### src/rtl/mux_pkg.sv
// Shared types and helpers for the registered scanning channel multiplexer.
package mux_pkg;

  typedef enum logic [1:0] {
    MODE_DIRECT = 2'b00,
    MODE_SCAN   = 2'b01,
    MODE_HOLD   = 2'b10,
    MODE_RSVD   = 2'b11
  } mode_e;

  // The reserved code behaves exactly like HOLD, so fold it before any compare.
  function automatic mode_e norm_mode(input logic [1:0] raw);
    return (raw == MODE_RSVD) ? MODE_HOLD : mode_e'(raw);
  endfunction

  // LSB position of channel idx inside a packed bus of width-bit words.
  function automatic int unsigned slice_lsb(input int unsigned idx, input int unsigned width);
    return idx * width;
  endfunction

endpackage

### src/rtl/scan_seq.sv
// Channel sequencer: current select, dwell counter, load/wrap handling and
// mode-change tracking for scan_mux_reg.
module scan_seq
  import mux_pkg::*;
#(
  parameter int CHANNELS = 4,
  parameter int DWELL    = 3,
  localparam int SEL_W   = $clog2(CHANNELS)
) (
  input  logic             clk,
  input  logic             rst,
  input  logic             en,
  input  logic [1:0]       mode,
  input  logic [SEL_W-1:0] sel_in,
  input  logic             load_sel,
  output logic [SEL_W-1:0] cur_sel,
  output logic             wrap,
  output logic             sel_err
);

  localparam int DW_W = (DWELL > 1) ? $clog2(DWELL) : 1;
  localparam logic [SEL_W-1:0] LAST_CH = SEL_W'(CHANNELS - 1);
  localparam logic [DW_W-1:0]  LAST_DW = DW_W'(DWELL - 1);

  logic [DW_W-1:0]  dwell_cnt, dwell_nxt, dwell_eff;
  logic [SEL_W-1:0] sel_nxt;
  mode_e            prev_mode, cur_mode;
  logic             mode_change, sel_ok, at_end, wrap_nxt, err_nxt;

  // NOTE: every always_comb output gets a default first so no path leaves it
  // unassigned; a missing default here would infer a latch.
  always_comb begin
    cur_mode    = norm_mode(mode);
    mode_change = (cur_mode != prev_mode);
    sel_ok      = (sel_in <= LAST_CH);
    // A mode change restarts the dwell, and that entry cycle is slot 0 of it,
    // so a freshly entered SCAN gives the current channel exactly DWELL cycles.
    dwell_eff   = mode_change ? '0 : dwell_cnt;
    at_end      = (dwell_eff == LAST_DW);
    sel_nxt     = cur_sel;
    dwell_nxt   = dwell_cnt;
    wrap_nxt    = 1'b0;
    err_nxt     = 1'b0;

    unique case (cur_mode)
      MODE_DIRECT: begin
        dwell_nxt = '0;
        if (sel_ok) sel_nxt = sel_in;
        else        err_nxt = 1'b1;
      end
      MODE_SCAN: begin
        if (load_sel && sel_ok) begin
          sel_nxt   = sel_in;
          dwell_nxt = '0;
        end else begin
          err_nxt = load_sel;
          if (at_end) begin
            dwell_nxt = '0;
            // Compare against the last real channel, not the SEL_W rollover.
            if (cur_sel == LAST_CH) begin
              sel_nxt  = '0;
              wrap_nxt = 1'b1;
            end else begin
              sel_nxt = cur_sel + SEL_W'(1);
            end
          end else begin
            dwell_nxt = dwell_eff + DW_W'(1);
          end
        end
      end
      default: begin
        if (mode_change) dwell_nxt = '0;
      end
    endcase
  end

  // NOTE: sequential state uses non-blocking assignments so every register
  // samples the pre-edge values regardless of statement order.
  always_ff @(posedge clk) begin
    if (rst) begin
      cur_sel   <= '0;
      dwell_cnt <= '0;
      prev_mode <= MODE_HOLD;
      wrap      <= 1'b0;
      sel_err   <= 1'b0;
    end else if (en) begin
      cur_sel   <= sel_nxt;
      dwell_cnt <= dwell_nxt;
      prev_mode <= cur_mode;
      wrap      <= wrap_nxt;
      sel_err   <= err_nxt;
    end else begin
      wrap    <= 1'b0;
      sel_err <= 1'b0;
    end
  end

endmodule

### src/rtl/scan_mux_reg.sv
// Registered N-channel word multiplexer with direct select, auto-scan and hold;
// the output word is tagged with the channel that produced it.
module scan_mux_reg
  import mux_pkg::*;
#(
  parameter int WIDTH    = 8,
  parameter int CHANNELS = 4,
  parameter int DWELL    = 3,
  localparam int SEL_W   = $clog2(CHANNELS)
) (
  input  logic                      clk,
  input  logic                      rst,
  input  logic                      en,
  input  logic [1:0]                mode,
  input  logic [SEL_W-1:0]          sel_in,
  input  logic                      load_sel,
  input  logic [CHANNELS*WIDTH-1:0] data_in,
  output logic [WIDTH-1:0]          out_data,
  output logic [SEL_W-1:0]          out_ch,
  output logic                      out_valid,
  output logic                      wrap,
  output logic                      sel_err
);

  logic [SEL_W-1:0] cur_sel;
  logic [WIDTH-1:0] sel_word;

  scan_seq #(
    .CHANNELS (CHANNELS),
    .DWELL    (DWELL)
  ) u_seq (
    .clk      (clk),
    .rst      (rst),
    .en       (en),
    .mode     (mode),
    .sel_in   (sel_in),
    .load_sel (load_sel),
    .cur_sel  (cur_sel),
    .wrap     (wrap),
    .sel_err  (sel_err)
  );

  // cur_sel never leaves 0..CHANNELS-1, so the slice is always in range.
  assign sel_word = data_in[slice_lsb(int'(cur_sel), WIDTH) +: WIDTH];

  always_ff @(posedge clk) begin
    if (rst) begin
      out_data  <= '0;
      out_ch    <= '0;
      out_valid <= 1'b0;
    end else if (en) begin
      out_data  <= sel_word;
      out_ch    <= cur_sel;
      out_valid <= 1'b1;
    end else begin
      out_valid <= 1'b0;
    end
  end

endmodule

### config.mk
export PLATFORM = sky130hd
export DESIGN_NAME = scan_mux_reg
export DESIGN_NICKNAME = d
export VERILOG_FILES = /design/src/rtl/mux_pkg.sv /design/src/rtl/scan_seq.sv /design/src/rtl/scan_mux_reg.sv
export SDC_FILE = /design/constraint.sdc
export NUM_CORES = 1
export LEC_CHECK = 0
export CORE_MARGIN = 5
export CORE_UTILIZATION = 38
export DETAILED_ROUTE_END_ITERATION = 6
export PLACE_DENSITY = 0.89
export SYNTH_ARGS = -nofsm -noshare
export SYNTH_HDL_FRONTEND = slang
export SYNTH_SLANG_ARGS = --single-unit
### constraint.sdc
create_clock -name clk -period 1.9 [get_ports clk]
set_input_delay 0.38 -clock clk [delete_from_list [all_inputs] [get_ports clk]]
set_output_delay 0.38 -clock clk [all_outputs]
set_load 0.02 [all_outputs]
==> impl_results.md <==
- Final hold violation count: 0
- All-Layer GR Usage: 15.78%
- Average size of a mapped cell: 9.331 sq um
- Area grow syn2layout: 63.03%
- Yosys top cell by area: dfxtp_1
- Crit path time final: roughly 1600 ps
- RD Place Congestion: 0.8774
- Crit end category: output pin
- Critical path type: reg2out
- Dpl hpwl: 2333 microns
- Type of the tightest min-delay check: reg2reg
- Fin crit share: 85.52%
- Pre-Repair DR Iteration Count: 4
- Seq/Total Area, Yosys: 36.09%
- Synth area leaders: dfxtp_1 (36%), mux2i_1 (11%), mux2_2 (6.8%)
- Clock Pin Slew Worst Setup and Hold Paths: 100 ps
- Reg-to-reg slack, setup: roughly 410 ps
- Setup WS pre-CTS: -19.58 ps
- Die Span X: 61.26 microns
- Area share of the largest cell type after synthesis: between 30 and 40%
- RSZ-0062 raised after global routing: no
- R2R cell count: 4
- Reg area: 360.3 sq um
- Post-Synthesis Cell Area: 998.5 sq um
- Worst path bufs/invs: 1
- Status: completed
- CTS buffer count: 3
- CP Data Arrival Time: between 1000 and 1500 ps
- Initial core utilization: 39.94%
- Nets@finish: 208
- Largest net degree at the start of global routing: 19
- Leakage: 0.0006167 uW
- Fill count: 200
- DRT iter0 DRCs: 26
- Area occupied by multi-input gates: between 600 and 700 sq um
- Residual DRC: 0
- Die Ht: between 60 and 70 microns
- IO buf count: 51
- Share of cells above drive strength 1: 15.06%
- Die area: 3753 sq um
- Diodes inserted: 0
- DRT antenna net count: 0
- EDFF count, synth: 0
- P per Cell Area: 542.1 nW/um^2
- CTS sink count: 18
- WP data required: 1520 ps
- Setup bufs post-CTS: 0
- First-pass GRT wire length: roughly 4500 microns
- Clk_lat worst skew: 280 ps
- Cell family with most CP delay: buffers and inverters
- Routed via count: 1021
- Top_reg_cell synth: dfxtp_1
- Antenna violations before repair: 0
- Max-cap violation count: 0
- CTS root buffer: clkbuf_4
- Net Count, Synth: 148
- Core box area: between 2000 and 2500 sq um
- Reg-to-reg critical path startpoint: u_seq.dwell_cnt[0]$_SDFFE_PP0P_
- Top-Level Pins: 53
- Worst r2r dst: u_seq.cur_sel[0]$_SDFFE_PP0P_
- Crit path cell chain: clkdlybuf4s50_1
- CTS HTree Levels: 1
- Flops & latches, synth: 18
- Total Wirelength: 2807 microns
- Min-Delay Endpoint: out_data[5]$_SDFFE_PP0P_
- Async SR Flop Fraction: 0%
- Syn. warnings: 0
- Fmax: about 600 MHz
- Worst vdd ir: 0.3603 mV
- # setup viols final: 0
- Vias per std cell: 5.209
- Worst Hold Depth: 2
- Fin worst setup slack: 275.0 ps
- Most frequent cells in the layout: clkdlybuf4s50_1 (51), dfxtp_1 (18), mux2i_1 (11)
- CTS tree: built
- Vias in the first global route: 1011
- Overflow left after global routing: 0
- Max stage delay on crit path: 610 ps
- Worst Hold Launch: out_data[5]$_SDFFE_PP0P_
- Post-CTS Resized: 0
- Crit path max fanout: 2
- Worst Clk Skew: 2.831 ps
- Core Rows: 18
- Total power: 882.5 uW
- Netlist cell types: 34
- CP startpoint: out_data[0]$_SDFFE_PP0P_
- CP max-delay cell: clkdlybuf4s50_1
- Clock Path Buffers: 2
- Wire per inst: 14.32 microns
- Mapped Cells: 107
- Hold bufs inserted after CTS: 0
- Most common cell after layout, fill and taps aside: clkdlybuf4s50_1
- Slew Limit Fails: 0
- Critical path launch point type: flop
==> power breakdown <==
part	switching (uW)	internal [uW]	total (uW)	leakage (uW)
sequential	13.2	396	409	0.000147
combinational	90.9	154	245	0.000448
clock	112	116	228	0.0000210
total	216	667	882	0.000617
==> cells in the mapped netlist (2+ instances only) <==
| master | instances |
|---|---|
| a21oi_1 | 9 |
| buf_2 | 3 |
| clkbuf_1 | 2 |
| dfxtp_1 | 18 |
| mux2_2 | 6 |
| mux2i_1 | 11 |
| mux4_2 | 2 |
| nand2_1 | 5 |
| nand2b_1 | 3 |
| nand3_1 | 2 |
| nand3b_1 | 2 |
| nor2_1 | 8 |
| nor2b_1 | 10 |
| o22ai_1 | 6 |
==> flip-flops by register name, summed over array words and instances (netlist names) <==
register / count
out_ch: 2
out_data: 8
out_valid: 1
u_seq.cur_sel: 2
u_seq.dwell_cnt: 2
u_seq.prev_mode: 2
u_seq.wrap: 1
==> final cells by class <==
cell class,instances,share of cell area (%)
repair buffers,61,35.97
inverters,1,0.2306
clock buffers,4,2.229
well taps,30,2.306
multi-input cells,82,37.13
flip-flops and latches,18,22.14
==> per-layer routing <==
metal	global-route usage, %	vias to the layer above	part of all wire, %
li1	-	508	-
met1	20.30	462	41
met2	26.44	49	49
met3	2.725	2	9.0
met4	5.573	0	1.0
met5	0	-	0
==> per-stage QoR <==
stage          area [sq um]  utilization (%)  hold slack, ps  cells  setup TNS [ps]
6_report               1628            65.12           506.9    196               0
5_1_grt                1628            65.12           552.8    196               0
4_1_cts                1628            65.12           512.3    196               0
3_5_place_dp           1592            63.66           484.3    192          -26.80
3_3_place_gp           1592            63.66           480.2    192               0
2_1_floorplan         998.5                -           485.1    107               0
==> worst max-delay path by stage <==
stage,depth (start not counted),slack (ps),endpoint
global route,5,200,u_seq.cur_sel[1]$_SDFFE_PP0P_
floorplan,3,480,u_seq.cur_sel[1]$_SDFFE_PP0P_
CTS,1,260,out_data[0]
finish,1,280,out_data[0]
detailed placement,5,-20,u_seq.cur_sel[0]$_SDFFE_PP0P_
global placement,5,30,u_seq.cur_sel[0]$_SDFFE_PP0P_
==> kinds of logic (layout without fill, tap and decap cells) <==
group | count (synthesis) | count (layout) | share of synthesized area, %
and+or+nand+nor | 39 | 39 | 22.18
AOI/OAI and AO/OA | 21 | 21 | 13.53
muxes | 19 | 19 | 22.31
DFF | 18 | 18 | 36.09
buffers and inverters | 7 | 66 | 3.383
adders and majority gates | 1 | 1 | 1.253
other | 1 | 1 | 0.3756
xor gates and xnor gates | 1 | 1 | 0.8774
==> worst min-delay path: stages, from the launching register on <==
cell and delay (ps):
dfxtp_1 340, mux2i_1 60, nor2_1 70
No activity file was read; power rests on OpenSTA's default activity.
